--- src/rtl/mc_control_fsm.sv ---
// mc_control_fsm: multi-cycle MIPS main control unit.
// Sequences each instruction through fetch/decode/execute/memory/writeback
// and drives every datapath mux and enable as a decode of the current state.
// Ports:
//   clk, rst_n           clock (rising edge), asynchronous active-low reset
//   op[5:0]              opcode from IR[31:26]
//   mem_ready            memory finished the current read/write this cycle
//   PCWrite, PCWriteCond unconditional / zero-qualified PC load
//   IorD                 memory address source (0=PC, 1=ALUOut)
//   MemRead, MemWrite    memory requests
//   MemtoReg             register write data (0=ALUOut, 1=MDR)
//   IRWrite              instruction register load
//   PCSource[1:0]        00=ALU, 01=ALUOut, 10=jump target
//   ALUOp[1:0]           00=add, 01=sub, 10=funct
//   ALUSrcA, ALUSrcB[1:0] ALU operand selects
//   RegWrite, RegDst     register file write enable / destination select
//   state[3:0]           current state code
//   instr_done           pulse in the final cycle of each instruction
//   illegal_op           pulse when DECODE sees an unsupported opcode
module mc_control_fsm #(
    parameter logic [5:0] R_FORMAT = 6'd0,
    parameter logic [5:0] LW       = 6'd35,
    parameter logic [5:0] SW       = 6'd43,
    parameter logic [5:0] BEQ      = 6'd4,
    parameter logic [5:0] J        = 6'd2,
    parameter logic [5:0] ADDI     = 6'd8
) (
    input  logic       clk,
    input  logic       rst_n,
    input  logic [5:0] op,
    input  logic       mem_ready,
    output logic       PCWrite,
    output logic       PCWriteCond,
    output logic       IorD,
    output logic       MemRead,
    output logic       MemWrite,
    output logic       MemtoReg,
    output logic       IRWrite,
    output logic [1:0] PCSource,
    output logic [1:0] ALUOp,
    output logic       ALUSrcA,
    output logic [1:0] ALUSrcB,
    output logic       RegWrite,
    output logic       RegDst,
    output logic [3:0] state,
    output logic       instr_done,
    output logic       illegal_op
);
    typedef enum logic [3:0] {
        FETCH     = 4'd0,
        DECODE    = 4'd1,
        MEM_ADDR  = 4'd2,
        MEM_READ  = 4'd3,
        MEM_WB    = 4'd4,
        MEM_WRITE = 4'd5,
        EXECUTE   = 4'd6,
        R_WB      = 4'd7,
        BRANCH    = 4'd8,
        JUMP      = 4'd9,
        ADDI_EXEC = 4'd10,
        ADDI_WB   = 4'd11
    } state_t;

    state_t cur, nxt;

    always_ff @(posedge clk or negedge rst_n)
        if (!rst_n) cur <= FETCH;
        else        cur <= nxt;

    assign state = cur;

    // Outputs are gated by rst_n so they drop in the same cycle reset asserts,
    // not only after the state register has been cleared.
    always_comb begin
        nxt         = FETCH;
        PCWrite     = 1'b0;
        PCWriteCond = 1'b0;
        IorD        = 1'b0;
        MemRead     = 1'b0;
        MemWrite    = 1'b0;
        MemtoReg    = 1'b0;
        IRWrite     = 1'b0;
        PCSource    = 2'b00;
        ALUOp       = 2'b00;
        ALUSrcA     = 1'b0;
        ALUSrcB     = 2'b00;
        RegWrite    = 1'b0;
        RegDst      = 1'b0;
        instr_done  = 1'b0;
        illegal_op  = 1'b0;
        if (rst_n) begin
            case (cur)
                FETCH: begin
                    MemRead = 1'b1;
                    ALUSrcB = 2'b01;
                    IRWrite = mem_ready;
                    PCWrite = mem_ready;
                    nxt     = mem_ready ? DECODE : FETCH;
                end
                DECODE: begin
                    ALUSrcB = 2'b11;
                    case (op)
                        LW, SW:   nxt = MEM_ADDR;
                        R_FORMAT: nxt = EXECUTE;
                        BEQ:      nxt = BRANCH;
                        J:        nxt = JUMP;
                        ADDI:     nxt = ADDI_EXEC;
                        default: begin
                            illegal_op = 1'b1;
                            instr_done = 1'b1;
                        end
                    endcase
                end
                MEM_ADDR: begin
                    ALUSrcA = 1'b1;
                    ALUSrcB = 2'b10;
                    nxt     = (op == LW) ? MEM_READ : MEM_WRITE;
                end
                MEM_READ: begin
                    MemRead = 1'b1;
                    IorD    = 1'b1;
                    nxt     = mem_ready ? MEM_WB : MEM_READ;
                end
                MEM_WB: begin
                    MemtoReg   = 1'b1;
                    RegWrite   = 1'b1;
                    instr_done = 1'b1;
                end
                MEM_WRITE: begin
                    MemWrite   = 1'b1;
                    IorD       = 1'b1;
                    instr_done = mem_ready;
                    nxt        = mem_ready ? FETCH : MEM_WRITE;
                end
                EXECUTE: begin
                    ALUSrcA = 1'b1;
                    ALUOp   = 2'b10;
                    nxt     = R_WB;
                end
                R_WB: begin
                    RegDst     = 1'b1;
                    RegWrite   = 1'b1;
                    instr_done = 1'b1;
                end
                BRANCH: begin
                    ALUSrcA     = 1'b1;
                    ALUOp       = 2'b01;
                    PCWriteCond = 1'b1;
                    PCSource    = 2'b01;
                    instr_done  = 1'b1;
                end
                JUMP: begin
                    PCWrite    = 1'b1;
                    PCSource   = 2'b10;
                    instr_done = 1'b1;
                end
                ADDI_EXEC: begin
                    ALUSrcA = 1'b1;
                    ALUSrcB = 2'b10;
                    nxt     = ADDI_WB;
                end
                ADDI_WB: begin
                    RegWrite   = 1'b1;
                    instr_done = 1'b1;
                end
                default: nxt = FETCH;
            endcase
        end
    end
endmodule
--- config.mk ---
export PLATFORM = sky130hd
export DESIGN_NAME = mc_control_fsm
export DESIGN_NICKNAME = d
export VERILOG_FILES = /design/src/rtl/mc_control_fsm.sv
export SDC_FILE = /design/constraint.sdc
export NUM_CORES = 1
export LEC_CHECK = 0
export CORE_AREA = 2 2 44 46
export CTS_CLUSTER_DIAMETER = 30
export DETAILED_ROUTE_END_ITERATION = 8
export DIE_AREA = 0 0 46 48
export GPL_TIMING_DRIVEN = 0
export PLACE_DENSITY = 0.72
export SETUP_SLACK_MARGIN = 0.15
export SLEW_MARGIN = 10
export SYNTH_ARGS = -nofsm -noshare
export SYNTH_HDL_FRONTEND = slang
export SYNTH_SLANG_ARGS = --single-unit
--- constraint.sdc ---
create_clock -name clk -period 4.5 [get_ports clk]
set_input_delay 1.35 -clock clk [delete_from_list [all_inputs] [get_ports clk]]
set_output_delay 1.35 -clock clk [all_outputs]
set_load 0.02 [all_outputs]
==> key figures, run 1 <==
Drt
  • Routed Wire Length: between 1.5 and 2 mm
  • DRT iter0 DRCs: 17
  • 1st-pass router iterations: 4
  • Routed vias/inst: 5.49
  • Wire length per cell: about 13 microns
  • DR DRC count: 0
  • Post-route ant nets: 0
  • Total number of vias: roughly 760

Final layout
  • Nets: roughly 130
  • Layout area overhead: 56.7%
  • Utilization after layout: 55.7%
  • Final std cells w/o fill: roughly 140
  • Max reg flops: 4
  • Number of diodes: 0
  • Share of cells above drive strength 1: between 10% and 20%

Placement
  • Port Buffers: 30
  • GP Congestion: around 0.80
  • Final HPWL DP: roughly 1.5 mm
  • Setup WS pre-CTS: -0.196 ns
  • Placed insts: roughly 140

CTS
  • Clock transition at path regs: approximately 0.04 ns
  • CTS Sinks: 4
  • Setup Fix Bufs, Post-CTS: 0
  • Clock H-tree levels: 1
  • CTS Buffer Depth: 2
  • Number of buffers created by CTS: 3
  • Clk_lat worst skew: ~0.24 ns
  • TritonCTS clock tree: done
  • Root Driver: clkbuf_4

GRT
  • Total GRT Usage: approximately a fifth
  • Number of antenna violations at the first check in global routing: 0
  • Vias in the first global route: about 670
  • First-pass GRT wire length: between 3 and 4 mm
  • Largest net degree at the start of global routing: 13
  • Overflow after GRT: 0

Floorplanning
  • Initial core utilization: between 30% and 40%
  • Area of the die: approximately 0.0022 sq mm
  • Die Span X: roughly 46 microns
  • Vert. Die Dim: approximately 48 microns
  • Core area: 0.00169 sq mm
  • Row count: 15
  • IO Pins: 31

Critical path
  • CP max stage cell: clkdlybuf4s50_1
  • Critical path startpoint: op[1]
  • CP Launch Type: input port
  • WP data arrival: around 2.9 ns
  • Critical Path End Type: output port
  • Worst EP required: approximately 3.2 ns
  • Critical path class: input port to output port
  • Critical path, cell by cell: clkdlybuf4s50_1 > and3_2 > nor2_1 > nor3_1 > o41ai_1 > dlygate4sd1_1
  • Critical path buffers and inverters: 2
  • R2r endpoint: state[0]$_DFF_PN0_
  • Worst r2r path cells: 6
  • Crit-path max cell delay: about 0.5 ns
  • FF-to-FF setup slack: 2.89 ns
  • Reg2reg start: state[0]$_DFF_PN0_
  • CP max FO: 6
  • CP delay by family, top: buffers and inverters

Logic synthesis
  • FF+latch count, synth: 4
  • Sequential-to-total area share from yosys stat: between 10% and 20%
  • Synthesized netlist cell count: around 90
  • Top post-synthesis cells by area: dfrtp_1, nor2_1, nand2_1
  • Mapped Area: ~600 sq um
  • Number of distinct library cells after synthesis: 37
  • Area leader, netlist: dfrtp_1
  • Synth warn: 0
  • Mean Syn Cell Area: roughly 6.7 sq um
  • Mapped Nets: 98
  • Top-area cell type share of the netlist area: 16.7%

Timing
  • Worst rel slew slack: roughly 73%
  • Final Hold Fails: 0
  • RSZ-0062 raised after global routing: yes
  • Period utilization: 95.0%
  • Hold WS: between 0.8 and 0.9 ns
  • Setup WS post-layout: around 0.22 ns
  • Crit path time final: ~4.3 ns
  • Final Skew: about 0.0019 ns
  • Slew @ Worst Pin: approximately 0.4 ns
  • Final count of pins violating max slew: 0
  • Fmax: around 230 MHz
  • Final setup viols: 0
  • Setup TNS Final: 0 ns

Hold path
  • Hold path start: state[3]$_DFF_PN0_
  • Worst Hold Class: register to register
  • Hold Path Cell Cnt: 3
  • Hold Path End: state[3]$_DFF_PN0_

Status
  • Outcome: completed

Pwr
  • Worst vdd ir: approximately 0.14 mV
  • Power Density: approximately 140 mW/mm^2
  • Static leakage: around 0.34 nW

Job
  • Max-capacitance violation count: 0
logic make-up (layout without fill, tap and decap cells):
| kind of cell | count (synthesis) | count (layout) | synth area share (%) |
|---|---|---|---|
| and+or+nand+nor | 51 | 51 | 43.1 |
| xor gates and xnor gates | 3 | 3 | 4.38 |
| DFF | 4 | 4 | 16.7 |
| buffers and inverters | 10 | 43 | 8.54 |
| AOI/OAI and AO/OA | 21 | 21 | 27.3 |
cells in the mapped netlist (all sizes together):
cell type / instances
o22ai: 1
o21bai: 1
nand3: 2
or3: 2
nor2b: 1
or2: 1
nand2: 9
xor2: 1
and3: 2
nor2: 16
nor3: 6
nor4: 2
a2bb2oi: 1
nand2b: 3
inv: 2
or3b: 1
o31ai: 1
a21boi: 1
a31oi: 2
nand3b: 2
nand4: 2
o21a: 3
a21oi: 3
nor3b: 1
buf: 6
xnor2: 2
a31o: 1
o2111ai: 2
dfrtp: 4
nand4b: 1
clkbuf: 2
o41ai: 1
o31a: 2
o21ai: 2
how the worst max path moves through the flow:
stage                             to  slack (ns)  cells after the start
after detailed placement  instr_done       -0.20                      4
after global routing      instr_done        0.14                      6
after CTS                 instr_done        0.21                      6
after global placement    instr_done       -0.15                      4
after floorplan           instr_done        0.64                      4
final                     instr_done        0.22                      6
cell usage in the layout, fill, tap and decap left out, types with 3 or more instances in the layout:
master / n
nor2_1: 16
dfrtp_1: 4
nand2b_1: 3
nor3_1: 6
clkdlybuf4s50_1: 26
o21a_1: 3
buf_4: 3
clkbuf_4: 3
nand2_1: 9
a21oi_1: 3
tightest hold or removal path: cells and delay by family, from the launching register on:
family	cells	cell delay [ns]
AOI/OAI and AO/OA	2	0.29
and+or+nand+nor	1	0.06
DFF	1	0.41
stage by stage:
| stage | total power [W] | cell area [sq um] |
|---|---|---|
| after detailed placement | 0.0000865 | 922 |
| final | 0.000129 | 941 |
| after CTS | 0.000133 | 942 |
| after global placement | 0.0000855 | 922 |
| after floorplan | 0.0000624 | 601 |
| after global routing | 0.000140 | 941 |
where the power goes:
part,internal [W],total [W],switching [W]
clock network,0.0000298,0.0000444,0.0000146
logic,0.0000219,0.0000476,0.0000256
registers,0.0000369,0.0000374,0.000000457
what timing repair did:
action / 4_1_cts / 5_1_grt
endpoints found under the setup margin: 16 / 3
hold buffers: 0 / 0
cloned: 0 / 0
gates resized for setup: 6 / 6
area by class of cell:
cell class | count | area [sq um]
Tap cell | 17 | 21.3
Timing Repair Buffer | 30 | 294
Multi-Input combinational cell | 75 | 452
Inverter | 2 | 7.51
Fill cell | 156 | 748
Buffer | 8 | 43.8
Sequential cell | 4 | 100
Clock buffer | 3 | 22.5
layer usage:
layer  part of all wire, %  global-route usage, %
met1                    46                   26.5
met2                    48                   31.7
met3                   4.6                   1.51
met4                  0.75                   8.57
met5                     0                      0
Power figures use the tool's default switching activity.
==> inputs of run 2 (changes only) <==
Settings changed: GPL_TIMING_DRIVEN 0 to unset.
==> key figures, run 2 (same netlist as run 1, synthesis figures left out) <==
Drt
  • DRT iter0 DRCs: 3 (-14)
  • Routed Wire Length: 1.82 mm (-3.2%)
  • 1st-pass router iterations: 4 (unchanged)
  • Post-route ant nets: 0 (unchanged)
  • Total number of vias: 754 (-1.2%)
  • Routed vias/inst: 5.50 (+0.26%)
  • DR DRC count: 0 (unchanged)
  • Wire length per cell: 13.3 microns (-1.8%)

Critical path
  • R2r endpoint: state[0]$_DFF_PN0_
  • Reg2reg start: state[1]$_DFF_PN0_
  • Worst EP required: 3.15 ns (about the same)
  • WP data arrival: 2.92 ns (about the same)
  • CP Launch Type: input port
  • Critical path class: input port to output port
  • FF-to-FF setup slack: 2.79 ns (-0.10 ns)
  • Worst r2r path cells: 4 (-2)
  • Critical Path End Type: output port
  • CP max FO: 10 (+4)

Timing
  • Slew @ Worst Pin: 0.443 ns (+0.0326 ns)
  • Final Hold Fails: 0 (unchanged)
  • Worst rel slew slack: 70.5% (-2.2 points)
  • Final setup viols: 0 (unchanged)
  • Crit path time final: 4.27 ns (-0.00865 ns)
  • RSZ-0062 raised after global routing: no
  • Setup WS post-layout: 0.232 ns (+0.00865 ns)
  • Fmax: 234 MHz (+0.20%)
  • Final count of pins violating max slew: 0 (unchanged)
  • Hold WS: 0.839 ns (+0.0326 ns)
  • Final Skew: 0.000113 ns (-0.00179 ns)
  • Period utilization: 94.8% (-0.19 points)

Pwr
  • Static leakage: 0.404 nW (+18%)
  • Pwr Total: 0.000130 W (+0.36%)
  • Power Density: 137 mW/mm^2 (-0.70%)
  • Worst vdd ir: 0.117 mV (-14%)

Floorplanning
  • Die Span X: 46 microns (unchanged)
  • Initial core utilization: 35.6% (unchanged)
  • Core area: 0.00169 sq mm (unchanged)
  • Vert. Die Dim: 48 microns (unchanged)
  • Area of the die: 0.00221 sq mm (unchanged)
  • IO Pins: 31 (unchanged)
  • Row count: 15 (unchanged)

GRT
  • First-pass GRT wire length: 2.90 mm (-5.2%)
  • Largest net degree at the start of global routing: 16 (+3)
  • Total GRT Usage: 17.9% (-1.6 points)
  • Number of antenna violations at the first check in global routing: 0 (unchanged)
  • Overflow after GRT: 0 (unchanged)
  • Vias in the first global route: 661 (-1.9%)

Placement
  • Port Buffers: 30 (unchanged)
  • Final HPWL DP: 1.48 mm (-0.16%)
  • GP Congestion: 0.781 (-2.8%)
  • Setup WS pre-CTS: -0.0879 ns (+0.108 ns)

Final layout
  • Layout area overhead: 58.3%
  • Nets: 131 (-1.5%)
  • Share of cells above drive strength 1: 11.7% (-0.63 points)
  • Commonest non-fill, non-tap cell in the layout: clkdlybuf4s50_1
  • Filler Cell Count: 178 (+14%)
  • Max reg flops: 4 (unchanged)
  • Reg area: 100 sq um (unchanged)
  • Number of diodes: 0 (unchanged)
  • Footprint of the multi-input gates: 452 sq um (unchanged)
  • Commonest cells after routing, fill and taps aside: clkdlybuf4s50_1, nor2_1, nand2_1

CTS
  • Clock transition at path regs: 0.03 ns (about the same)
  • CTS Sinks: 4 (unchanged)
  • Hold_buf cts: 0 (unchanged)
  • CTS Buffer Depth: 2 (unchanged)
  • Clk_lat worst skew: 0.23 ns (about the same)
  • Number of buffers created by CTS: 3 (unchanged)
  • Clock H-tree levels: 1 (unchanged)
  • TritonCTS clock tree: done
  • Root Driver: clkbuf_4

Hold path
  • Hold Path Cell Cnt: 2 (-1)
  • Worst Hold Class: register to register
  • Hold path start: state[3]$_DFF_PN0_
  • Hold Path End: state[3]$_DFF_PN0_

Job
  • Max-capacitance violation count: 0 (unchanged)

Status
  • Outcome: completed
==> run 2: per-stage QoR <==
step                std cells  TNS [ns]  instance area [sq um]  util [%]
CTS                       137         0                    941      55.7
detailed placement        134   -0.0879                    923      54.7
floorplan                  89         0                    601         -
finish                    137         0                    951      56.3
global placement          134  -0.00815                    923      54.7
global route              137         0                    951      56.3
==> run 2: layer usage <==
layer	GRT usage, %	up-vias	part of all wire, %
li1	-	389	-
met1	26.4	344	49
met2	28.1	21	47
met3	1.13	0	4.4
met4	5.14	0	0
met5	0	-	0
==> run 2: critical path, cell delays in order <==
cell and delay, ns:
clkdlybuf4s50_1 0.51, buf_4 0.19, nand2_1 0.14, nor2_1 0.13
clkdlybuf4s50_1 0.60
==> run 2: where the power goes <==
part | switching, W | internal (W) | total (W)
clock | 0.0000125 | 0.0000297 | 0.0000422
combinational | 0.0000242 | 0.0000246 | 0.0000488
sequential | 0.00000197 | 0.0000369 | 0.0000389
==> run 2: worst max path at each step <==
stage / from / end / slack [ns] / cells after the start
6_report: rst_n / RegDst / 0.23 / 5
2_1_floorplan: op[5] / instr_done / 0.64 / 4
3_3_place_gp: op[5] / instr_done / -0.008 / 6
3_5_place_dp: op[5] / instr_done / -0.09 / 6
5_1_grt: op[5] / instr_done / 0.15 / 6
4_1_cts: mem_ready / IRWrite / 0.21 / 5
==> run 2: area by class of cell <==
cell class	instances	share of cell area [%]
repair buffers	36	36.6
well taps	17	2.24
flip-flops and latches	4	10.5
inverters	2	0.789
multi-input cells	75	47.5
clock buffers	3	2.37
==> run 2: repair_timing <==
| item | 4_1_cts | 5_1_grt |
|---|---|---|
| buffers inserted | 0 | 0 |
| setup endpoints to repair | 4 | 3 |
| gates cloned | 0 | 0 |
| resized for setup | 4 | 4 |
==> inputs of run 3 (changes only) <==
==> constraint.sdc (replaced) <==
create_clock -name clk -period 4.5 [get_ports clk]
set_input_delay 0.9 -clock clk [delete_from_list [all_inputs] [get_ports clk]]
set_output_delay 0.9 -clock clk [all_outputs]
set_load 0.02 [all_outputs]
==> key figures, run 3 (same netlist as run 1, synthesis figures left out) <==
Critical path
  • FF-to-FF setup slack: 2.83 ns (+0.04 ns)
  • Critical path startpoint: op[1]
  • WP data arrival: 2.85 ns (-0.07 ns)
  • CP max FO: 6 (-4)
  • R2r endpoint: state[2]$_DFF_PN0_
  • Worst r2r path cells: 4 (unchanged)
  • Critical Path End Type: output port
  • Worst EP required: 3.60 ns (+0.45 ns)
  • CP Launch Type: input port
  • Reg2reg start: state[1]$_DFF_PN0_
  • Critical path class: input port to output port
  • CP endpoint: instr_done

Timing
  • Setup TNS Final: 0 ns (unchanged)
  • Hold WS: 0.844 ns (+0.00568 ns)
  • Slew @ Worst Pin: 0.458 ns (+0.0148 ns)
  • Final setup viols: 0 (unchanged)
  • Period utilization: 83.4% (-11 points)
  • Fmax: 267 MHz (+14%)
  • Final Skew: 0.00174 ns (+0.00162 ns)
  • Worst rel slew slack: 69.5% (-0.99 points)
  • RSZ-0062 raised after global routing: no
  • Crit path time final: 3.75 ns (-0.517 ns)
  • Setup WS post-layout: 0.749 ns (+0.517 ns)
  • Final Hold Fails: 0 (unchanged)
  • Final count of pins violating max slew: 0 (unchanged)

CTS
  • Clock transition at path regs: 0.03 ns (about the same)
  • CTS Buffer Depth: 2 (unchanged)
  • Clk_lat worst skew: 0.23 ns (about the same)
  • Post-CTS resize count: 0 (-4)
  • CTS Sinks: 4 (unchanged)
  • Number of buffers created by CTS: 3 (unchanged)
  • Setup Fix Bufs, Post-CTS: 0 (unchanged)
  • Hold_buf cts: 0 (unchanged)
  • TritonCTS clock tree: done
  • Clock H-tree levels: 1 (unchanged)
  • Root Driver: clkbuf_4

Final layout
  • Commonest non-fill, non-tap cell in the layout: clkdlybuf4s50_1
  • Nets: 125 (-4.6%)
  • Share of cells above drive strength 1: 6.14% (-5.5 points)
  • Final std cells w/o fill: 131 (-4.4%)
  • Filler Cell Count: 165 (-7.3%)
  • Max reg flops: 4 (unchanged)
  • Layout area overhead: 50.0%
  • Commonest cells after routing, fill and taps aside: clkdlybuf4s50_1, nor2_1, nand2_1
  • Number of diodes: 0 (unchanged)

Placement
  • Final HPWL DP: 1.38 mm (-6.2%)
  • Port Buffers: 30 (unchanged)
  • Placed insts: 128 (-4.5%)
  • Setup WS pre-CTS: 0.785 ns (+0.873 ns)
  • GP Congestion: 0.791 (+1.3%)

Drt
  • Post-route ant nets: 0 (unchanged)
  • 1st-pass router iterations: 4 (unchanged)
  • DR DRC count: 0 (unchanged)
  • Total number of vias: 755 (+0.13%)
  • DRT iter0 DRCs: 19 (+16)
  • Routed vias/inst: 5.76 (+4.7%)
  • Routed Wire Length: 1.78 mm (-2.1%)
  • Wire length per cell: 13.6 microns (+2.4%)

Hold path
  • Hold Path Cell Cnt: 2 (unchanged)
  • Worst Hold Class: register to register

GRT
  • Vias in the first global route: 632 (-4.4%)
  • Number of antenna violations at the first check in global routing: 0 (unchanged)
  • Largest net degree at the start of global routing: 16 (unchanged)
  • First-pass GRT wire length: 2.78 mm (-4.1%)
  • Overflow after GRT: 0 (unchanged)
  • Total GRT Usage: 17.0% (-0.92 points)

Job
  • Max-capacitance violation count: 0 (unchanged)

Floorplanning
  • Area of the die: 0.00221 sq mm (unchanged)
  • IO Pins: 31 (unchanged)
  • Die Span X: 46 microns (unchanged)
  • Initial core utilization: 35.6% (unchanged)
  • Vert. Die Dim: 48 microns (unchanged)
  • Core area: 0.00169 sq mm (unchanged)
  • Row count: 15 (unchanged)

Pwr
  • Static leakage: 0.305 nW (-25%)
  • Worst vdd ir: 0.123 mV (+5.4%)
  • Power Density: 140 mW/mm^2 (+2.5%)

Status
  • Outcome: completed
## run 3: cell type report
| cell class | count | area, sq um | share of cell area (%) |
|---|---|---|---|
| clock buffer | 3 | 22.5 | 2.50 |
| inverter | 2 | 7.51 | 0.833 |
| sequential | 4 | 100 | 11.1 |
| multi-input combinational | 75 | 449 | 49.9 |
| timing repair buffer | 30 | 300 | 33.3 |
| tap | 17 | 21.3 | 2.36 |
## run 3: how the worst min path moves through the flow
| stage | to | from |
|---|---|---|
| floorplan | state[0]$_DFF_PN0_ | rst_n |
| global placement | state[3]$_DFF_PN0_ | state[3]$_DFF_PN0_ |
| detailed placement | state[3]$_DFF_PN0_ | state[3]$_DFF_PN0_ |
| CTS | state[3]$_DFF_PN0_ | state[3]$_DFF_PN0_ |
| global route | state[3]$_DFF_PN0_ | state[3]$_DFF_PN0_ |
| finish | state[3]$_DFF_PN0_ | state[3]$_DFF_PN0_ |
## run 3: per-stage QoR
step | cell area [sq um] | utilization [%] | power (W)
CTS | 901 | 53.3 | 0.000129
detailed placement | 878 | 52.0 | 0.0000849
floorplan | 601 | - | 0.0000624
global route | 901 | 53.3 | 0.000133
global placement | 878 | 52.0 | 0.0000843
finish | 901 | 53.3 | 0.000126
## run 3: routing by layer
layer,share of wire (%),global-route usage (%)
met5,0,0
met4,0,5.14
met3,5.9,0.377
met2,50,29.4
met1,44,23.1
## run 3: worst max-delay path, stage by stage
cell and delay, ns:
clkdlybuf4s50_1 0.52, and3_2 0.24, nor2_1 0.10, nor3_1 0.06
o41ai_1 0.35, clkdlybuf4s50_1 0.67
## run 3: report_power, final
part           switching, W  internal [W]
combinational     0.0000233     0.0000222
sequential       0.00000208     0.0000369
clock             0.0000119     0.0000296
